--- config.mk ---
export PLATFORM = sky130hd
export DESIGN_NAME = l1_cache_flat
export DESIGN_NICKNAME = d
export VERILOG_FILES = /design/src/rtl/l1_cache_pkg.sv /design/src/rtl/l1_cache_if.sv /design/src/rtl/l1_cache_control.sv /design/src/rtl/l1_cache.sv /design/src/flat_wrapper.sv
export SDC_FILE = /design/constraint.sdc
export NUM_CORES = 1
export LEC_CHECK = 0
export CAP_MARGIN = 30
export CELL_PAD_IN_SITES_DETAIL_PLACEMENT = 2
export CELL_PAD_IN_SITES_GLOBAL_PLACEMENT = 2
export CORE_ASPECT_RATIO = 0.9
export CORE_UTILIZATION = 42
export CTS_BUF_LIST = sky130_fd_sc_hd__clkbuf_4
export DETAILED_ROUTE_END_ITERATION = 7
export GPL_TIMING_DRIVEN = 0
export PLACE_DENSITY_LB_ADDON = 0.1
export SYNTH_ARGS = -nofsm -noshare
export SYNTH_HDL_FRONTEND = slang
export SYNTH_SLANG_ARGS = --single-unit
export TNS_END_PERCENT = 30
--- constraint.sdc ---
create_clock -name clk -period 33.7 [get_ports clk]
set_clock_uncertainty 0.15 [all_clocks]
set_input_delay 6.74 -clock clk [delete_from_list [all_inputs] [get_ports clk]]
set_output_delay 6.74 -clock clk [all_outputs]
set_load 0.01 [all_outputs]
--- src/rtl/l1_cache_pkg.sv ---
// l1_cache_pkg -- shared types for the L1 cache slice.
//   lc3b_c_tag / lc3b_c_index / lc3b_c_offset / lc3b_c_line : address fields and line storage
//   cache_state_e : controller state encoding
// Optional feature macro: CACHE_PERF_EN (hit/miss counters in l1_cache).
package l1_cache_pkg;

    typedef logic [8:0]   lc3b_c_tag;     // mem_address[15:7]
    typedef logic [2:0]   lc3b_c_index;   // mem_address[6:4]
    typedef logic [2:0]   lc3b_c_offset;  // mem_address[3:1], 16-bit word within line
    typedef logic [127:0] lc3b_c_line;

    typedef enum logic [1:0] {
        S_IDLE,
        S_WRITEBACK,
        S_FILL
    } cache_state_e;

endpackage

--- src/rtl/l1_cache_if.sv ---
// l1_cache_if -- CPU-side and memory-side buses of the L1 cache.
//   CPU side    : mem_read, mem_write, mem_byte_enable, mem_address, mem_wdata -> mem_rdata, mem_resp
//   Memory side : pmem_read, pmem_write, pmem_address, pmem_wdata -> pmem_rdata, pmem_resp
//   master : the environment (CPU + physical memory)
//   slave  : the cache
interface l1_cache_if;

    logic         mem_read;
    logic         mem_write;
    logic [1:0]   mem_byte_enable;
    logic [15:0]  mem_address;
    logic [15:0]  mem_wdata;
    logic [15:0]  mem_rdata;
    logic         mem_resp;

    logic         pmem_read;
    logic         pmem_write;
    logic [15:0]  pmem_address;
    logic [127:0] pmem_wdata;
    logic [127:0] pmem_rdata;
    logic         pmem_resp;

    modport master (
        output mem_read, mem_write, mem_byte_enable, mem_address, mem_wdata,
        input  mem_rdata, mem_resp,
        input  pmem_read, pmem_write, pmem_address, pmem_wdata,
        output pmem_rdata, pmem_resp
    );

    modport slave (
        input  mem_read, mem_write, mem_byte_enable, mem_address, mem_wdata,
        output mem_rdata, mem_resp,
        output pmem_read, pmem_write, pmem_address, pmem_wdata,
        input  pmem_rdata, pmem_resp
    );

endinterface

--- src/rtl/l1_cache_control.sv ---
// cache_control -- miss-handling FSM for l1_cache (IDLE / WRITEBACK / FILL).
//   in : clk, rst_n (async, active-low), req, hit, victim_dirty, pmem_resp
//   out: mem_resp (hit in IDLE), pmem_read (FILL), pmem_write (WRITEBACK),
//        load_line (fill data returning this cycle), miss_start (IDLE leaves on a miss)
module cache_control
    import l1_cache_pkg::*;
(
    input  logic clk,
    input  logic rst_n,
    input  logic req,
    input  logic hit,
    input  logic victim_dirty,
    input  logic pmem_resp,
    output logic mem_resp,
    output logic pmem_read,
    output logic pmem_write,
    output logic load_line,
    output logic miss_start
);

    cache_state_e state, state_nxt;

    always_ff @(posedge clk or negedge rst_n) begin
        if (!rst_n) state <= S_IDLE;
        else        state <= state_nxt;
    end

    always_comb begin
        state_nxt = state;
        case (state)
            S_IDLE:      if (req && !hit) state_nxt = victim_dirty ? S_WRITEBACK : S_FILL;
            S_WRITEBACK: if (pmem_resp)   state_nxt = S_FILL;
            S_FILL:      if (pmem_resp)   state_nxt = S_IDLE;
            default:                      state_nxt = S_IDLE;
        endcase
    end

    always_comb begin
        mem_resp   = 1'b0;
        pmem_read  = 1'b0;
        pmem_write = 1'b0;
        load_line  = 1'b0;
        miss_start = 1'b0;
        case (state)
            S_IDLE: begin
                mem_resp   = req && hit;
                miss_start = req && !hit;
            end
            S_WRITEBACK: pmem_write = 1'b1;
            S_FILL: begin
                pmem_read = 1'b1;
                load_line = pmem_resp;
            end
            default: ;
        endcase
    end

endmodule

--- src/rtl/l1_cache.sv ---
// l1_cache -- direct-mapped, write-back, write-allocate cache, 8 lines x 128 bits.
//   clk, rst_n    : clock, async active-low reset
//   bus (slave)   : CPU request/response and physical-memory line transfers
//   hit_count, miss_count : saturating performance counters, only with CACHE_PERF_EN
// Address: tag=[15:7], index=[6:4], word=[3:1]; bit 0 ignored.
module l1_cache
    import l1_cache_pkg::*;
(
    input  logic        clk,
    input  logic        rst_n,
    l1_cache_if.slave   bus
`ifdef CACHE_PERF_EN
    ,
    output logic [15:0] hit_count,
    output logic [15:0] miss_count
`endif
);

    lc3b_c_tag    tag_arr  [8];
    lc3b_c_line   data_arr [8];
    logic [7:0]   valid, dirty;

    lc3b_c_tag    req_tag;
    lc3b_c_index  idx;
    lc3b_c_offset off;
    lc3b_c_line   cur_line, merged_line;
    logic         req, hit, victim_dirty, load_line, miss_start, write_hit;
    logic         unused_addr_b0;

    assign req_tag        = bus.mem_address[15:7];
    assign idx            = bus.mem_address[6:4];
    assign off            = bus.mem_address[3:1];
    assign unused_addr_b0 = bus.mem_address[0];

    assign req          = bus.mem_read || bus.mem_write;
    assign cur_line     = data_arr[idx];
    assign hit          = valid[idx] && (tag_arr[idx] == req_tag);
    assign victim_dirty = valid[idx] && dirty[idx];

    cache_control u_ctrl (
        .clk          (clk),
        .rst_n        (rst_n),
        .req          (req),
        .hit          (hit),
        .victim_dirty (victim_dirty),
        .pmem_resp    (bus.pmem_resp),
        .mem_resp     (bus.mem_resp),
        .pmem_read    (bus.pmem_read),
        .pmem_write   (bus.pmem_write),
        .load_line    (load_line),
        .miss_start   (miss_start)
    );

    // Read+write together is a write, so it returns no data.
    assign write_hit     = bus.mem_resp && bus.mem_write;
    assign bus.mem_rdata = (bus.mem_resp && !bus.mem_write) ? cur_line[{off, 4'd0} +: 16] : 16'h0;

    always_comb begin
        merged_line = cur_line;
        if (bus.mem_byte_enable[0]) merged_line[{off, 4'd0} +: 8] = bus.mem_wdata[7:0];
        if (bus.mem_byte_enable[1]) merged_line[{off, 4'd8} +: 8] = bus.mem_wdata[15:8];
    end

    // Writeback targets the resident line; everything else addresses the request's line.
    assign bus.pmem_address = bus.pmem_write ? {tag_arr[idx], idx, 4'h0} : {req_tag, idx, 4'h0};
    assign bus.pmem_wdata   = cur_line;

    always_ff @(posedge clk or negedge rst_n) begin
        if (!rst_n) begin
            valid <= '0;
            dirty <= '0;
        end else if (load_line) begin
            valid[idx] <= 1'b1;
            dirty[idx] <= 1'b0;
        end else if (write_hit) begin
            dirty[idx] <= 1'b1;
        end
    end

    // Tag/data need no reset: valid gates every use. load_line is forced low
    // by reset, so an aborted fill leaves the line untouched.
    always_ff @(posedge clk) begin
        if (load_line) begin
            tag_arr[idx]  <= req_tag;
            data_arr[idx] <= bus.pmem_rdata;
        end else if (write_hit) begin
            data_arr[idx] <= merged_line;
        end
    end

`ifdef CACHE_PERF_EN
    // A request that missed is answered later as a hit; it must not count as one.
    logic missed;

    always_ff @(posedge clk or negedge rst_n) begin
        if (!rst_n) begin
            missed     <= 1'b0;
            hit_count  <= '0;
            miss_count <= '0;
        end else begin
            if (miss_start) begin
                missed <= 1'b1;
                if (miss_count != 16'hFFFF) miss_count <= miss_count + 16'd1;
            end
            if (bus.mem_resp) begin
                missed <= 1'b0;
                if (!missed && hit_count != 16'hFFFF) hit_count <= hit_count + 16'd1;
            end
        end
    end
`endif

endmodule

--- src/flat_wrapper.sv ---
// flat-port wrapper written by rule: the top's interface ports become plain ports
module l1_cache_flat import l1_cache_pkg::*;
  (clk, rst_n, bus_mem_read, bus_mem_write, bus_mem_byte_enable, bus_mem_address, bus_mem_wdata, bus_mem_rdata, bus_mem_resp, bus_pmem_read, bus_pmem_write, bus_pmem_address, bus_pmem_wdata, bus_pmem_rdata, bus_pmem_resp);
  l1_cache_if bus_i ();
  input  logic clk;
  input  logic rst_n;
  input wire logic [$bits(bus_i.mem_read)-1:0] bus_mem_read;
  input wire logic [$bits(bus_i.mem_write)-1:0] bus_mem_write;
  input wire logic [$bits(bus_i.mem_byte_enable)-1:0] bus_mem_byte_enable;
  input wire logic [$bits(bus_i.mem_address)-1:0] bus_mem_address;
  input wire logic [$bits(bus_i.mem_wdata)-1:0] bus_mem_wdata;
  output wire logic [$bits(bus_i.mem_rdata)-1:0] bus_mem_rdata;
  output wire logic [$bits(bus_i.mem_resp)-1:0] bus_mem_resp;
  output wire logic [$bits(bus_i.pmem_read)-1:0] bus_pmem_read;
  output wire logic [$bits(bus_i.pmem_write)-1:0] bus_pmem_write;
  output wire logic [$bits(bus_i.pmem_address)-1:0] bus_pmem_address;
  output wire logic [$bits(bus_i.pmem_wdata)-1:0] bus_pmem_wdata;
  input wire logic [$bits(bus_i.pmem_rdata)-1:0] bus_pmem_rdata;
  input wire logic [$bits(bus_i.pmem_resp)-1:0] bus_pmem_resp;
  assign bus_i.mem_read = bus_mem_read;
  assign bus_i.mem_write = bus_mem_write;
  assign bus_i.mem_byte_enable = bus_mem_byte_enable;
  assign bus_i.mem_address = bus_mem_address;
  assign bus_i.mem_wdata = bus_mem_wdata;
  assign bus_mem_rdata = bus_i.mem_rdata;
  assign bus_mem_resp = bus_i.mem_resp;
  assign bus_pmem_read = bus_i.pmem_read;
  assign bus_pmem_write = bus_i.pmem_write;
  assign bus_pmem_address = bus_i.pmem_address;
  assign bus_pmem_wdata = bus_i.pmem_wdata;
  assign bus_i.pmem_rdata = bus_pmem_rdata;
  assign bus_i.pmem_resp = bus_pmem_resp;
  l1_cache u_core (.clk(clk), .rst_n(rst_n), .bus(bus_i));
endmodule
==> results.sh <==
export IMPL_status="complete, but fails checks"
export IMPL_violations="max-slew violations"
export IMPL_period_share=0.5891
export IMPL_clockBufferDepth=4
export IMPL_portBuffers=324
export IMPL_place_inst=4718
export IMPL_crit_path_end_kind="output pin"
export IMPL_rsz0062_at_grt="no"
export IMPL_fillers=10110
export IMPL_path_class="primary input to output pin"
export IMPL_h_tree_depth=5
export IMPL_drv_slew=3
export IMPL_drtIter0Drc=5133
export IMPL_cts_buffers=312
export IMPL_synth_most_common_cell="edfxtp_1"
export IMPL_design_area_mm2=0.05840
export IMPL_synth_area_per_cell_um2=16.88
export IMPL_cap_violations=0
export IMPL_grt_pass1_wl_mm=303.0
export IMPL_ys_types=65
export IMPL_ys_seq_area_frac=0.7098
export IMPL_clkPwrFrac=0.387
export IMPL_dpl_cell_area_mm2=0.05458
export IMPL_clock_sinks=1114
export IMPL_drive_gt1_frac=0.2981
export IMPL_crit_reg2reg_capture="u_core.data_arr[4][101]"
export IMPL_synthCells=2784
export IMPL_hold_depth=1
export IMPL_netlist_top_cells_area="edfxtp_1 (70%), mux4_2 (6.8%), mux2_2 (5.5%)"
export IMPL_relSlewSlack=-0.1021
export IMPL_reg2reg_slack_ns=28.60
export IMPL_drcViolationCount=0
export IMPL_ys_seq_elements=1114
export IMPL_die_x_um=354.6
export IMPL_core_area_mm2=0.1110
export IMPL_finalNonFillerCells=5258
export IMPL_ant_nets=0
export IMPL_critical_path_cell_chain="clkdlybuf4s50_1, buf_4, buf_6, buf_4, buf_4, buf_2, buf_2, buf_2, buf_4, buf_2, nand2_1, nand3_1, o211ai_1, a311oi_1, clkdlybuf4s50_1"
export IMPL_syn_area_mm2=0.04700
export IMPL_grt_max_degree=21
export IMPL_setup_viol=0
export IMPL_avgRoutedWirePerCell_um=43.18
export IMPL_worst_setup_path_start_kind="primary input"
export IMPL_switching_share=0.2735
export IMPL_slowest_stage="a311oi_1"
export IMPL_rows=116
export IMPL_cts_setup_buffers=0
export IMPL_post_route_min_period_ns=19.85
export IMPL_cts_root_buffer="clkbuf_4"
export IMPL_leakagePower_uw=0.02011
export IMPL_initial_core_util=0.4233
export IMPL_wirelength_mm=227.1
export IMPL_dieArea_mm2=0.1132
export IMPL_grt_pass1_vias=35720
export IMPL_max_stage_delay_ns=0.87
export IMPL_synth_top_area_share=0.7003
export IMPL_seqPwrFrac=0.492
export IMPL_die_h_um=319.4
export IMPL_cts_tree="built"
export IMPL_drtPass1Iterations=6
export IMPL_finalHoldViolations=0
export IMPL_grt_ovfl_total=0
export IMPL_async_flop_share=0.01616
export IMPL_synth_edf_count=1096
export IMPL_area_growth_syn_to_layout_pct=24.26
export IMPL_vdd_drop_max_uv=37.58
export IMPL_cts_resized=0
export IMPL_yosys_warnings=0
export IMPL_whs_endpoint="u_core.valid[2]"
export IMPL_vias_per_cell=6.603
export IMPL_synth_common_cells="edfxtp_1 (1,096), nand2_1 (263), mux2_2 (228)"
export IMPL_final_setup_tns_ns=0
export IMPL_grt_antenna_before_repair=14
export IMPL_cts_hold_buffers=0
export IMPL_p_switching_uw=864.3
export IMPL_r2r_start="u_core.tag_arr[0][7]"
export IMPL_hold_start="u_core.valid[2]"
export IMPL_clkTransAtPathRegs_ns=0.06
export IMPL_fin_nets=3742
export IMPL_grt_use_total=0.3974
export IMPL_hp_class="flop to flop"
export IMPL_multi_input_area_mm2=0.01265
export IMPL_worst_pin_slew_ns=1.653
export IMPL_vias=34720
export IMPL_dp_hpwl_mm=160.1
export IMPL_p_per_area_mw_per_mm2=54.11
export IMPL_synthFlopType="edfxtp_1"
export IMPL_clk_latency_ns=1.32
export IMPL_synth_top_area_cell="edfxtp_1"
export IMPL_gp_congestion=0.9319
export IMPL_seqCellArea_mm2=0.03336
export IMPL_intPower_uw=2296
export IMPL_cp_max_fo=10
export IMPL_ff2ff_path_depth=13
export IMPL_arrival_ns=12.96
export IMPL_required_ns=26.81
export IMPL_p_comb_frac=0.120
export IMPL_io_pins=330
export IMPL_clock_fmax_mhz=50.37
==> cells by family (layout without fill, tap and decap cells) <==
family / count (synthesis) / count (layout) / share of synthesized area
xor gates and xnor gates: 6 / 6 / 0.001118
AOI/OAI and AO/OA: 501 / 501 / 0.07537
and+or+nand+nor: 424 / 424 / 0.03762
adders and majority gates: 6 / 6 / 0.001597
other: 1 / 16 / 0.00007979
DFF: 1114 / 1114 / 0.7098
muxes: 483 / 483 / 0.1508
buffers and inverters: 249 / 1233 / 0.02361
==> placed cells by master, fill, tap and decap left out, drive strengths merged, types with 8 or more instances in the layout <==
cell / synthesis / routed
a221o: 14 / 14
nor2b: 11 / 11
nand2b: 8 / 8
nand2: 263 / 263
o211ai: 8 / 8
edfxtp: 1096 / 1096
mux2i: 73 / 73
dfrtp: 18 / 18
a22oi: 68 / 68
a221oi: 99 / 99
a21oi: 88 / 88
o21ai: 87 / 87
o22ai: 23 / 23
mux2: 269 / 269
mux4: 141 / 141
a22o: 26 / 26
nor2: 91 / 91
clkdlybuf4s50: 0 / 324
diode: 0 / 12
o221ai: 9 / 9
nand3: 20 / 20
inv: 61 / 68
buf: 99 / 243
a211oi: 16 / 16
a31oi: 14 / 14
clkbuf: 88 / 536
nor3: 8 / 8
o22a: 14 / 14
clkinv: 1 / 61
==> registers in the layout, summed over array words and instances, names as in the netlist, named ones only <==
register,cells
u_core.data_arr,1024
u_core.valid,8
u_core.tag_arr,72
u_core.u_ctrl.state,2
==> how the worst max path moves through the flow <==
stage	from	end	cells past startpoint
after floorplan	bus_mem_address[4]	u_core.data_arr[4][0]	9
after global placement	bus_mem_address[4]	u_core.data_arr[5][5]	13
after detailed placement	bus_mem_address[6]	bus_mem_rdata[9]	13
after CTS	bus_mem_address[6]	bus_mem_rdata[9]	13
after global routing	bus_mem_address[5]	bus_mem_rdata[15]	15
final	bus_mem_address[5]	bus_mem_rdata[15]	15
==> layer usage <==
layer / vias up / global-route usage / part of all wire
met5: - / 0 / 0.00019
met4: 8 / 0.2530 / 0.066
met3: 723 / 0.1090 / 0.12
met2: 2968 / 0.5906 / 0.45
met1: 18080 / 0.5150 / 0.36
li1: 12940 / - / -
==> power groups by stage <==
stage | combinational (uW) | sequential, uW | clock, uW
CTS | 366 | 1560 | 1220
global route | 381 | 1560 | 1280
global placement | 329 | 1600 | 0
detailed placement | 362 | 1590 | 0
finish | 381 | 1560 | 1220
floorplan | 149 | 1590 | 0
==> area by class of cell <==
cell class                 count  area share
sequential                  1114      0.5713
multi-input combinational   1424      0.2166
timing repair buffer         468     0.09800
clock buffer                 448     0.05759
tap                         1475     0.03160
buffer                       187     0.01536
clock inverter                68    0.005078
inverter                      62    0.003985
antenna                       12   0.0005142
==> worst max-delay path, delay by kind of cell <==
| family | cells | cell delay (ns) |
|---|---|---|
| buffers and inverters | 11 | 4.75 |
| and+or+nand+nor | 2 | 0.32 |
| AOI/OAI and AO/OA | 2 | 1.08 |
==> through the flow <==
| stage | setup slack, ns | hold slack, ns | utilization | power, uW |
|---|---|---|---|---|
| after floorplan | 14.77 | 0.2795 | - | 1738 |
| after global placement | 0.4777 | 0.2966 | 0.4692 | 1930 |
| after detailed placement | 13.75 | 0.3019 | 0.4915 | 1947 |
| after CTS | 13.69 | 0.3247 | 0.5245 | 3145 |
| after global routing | 13.90 | 0.3418 | 0.5258 | 3222 |
| final | 13.85 | 0.3244 | 0.5260 | 3160 |
Note: power is estimated with default switching activity, not from simulation.
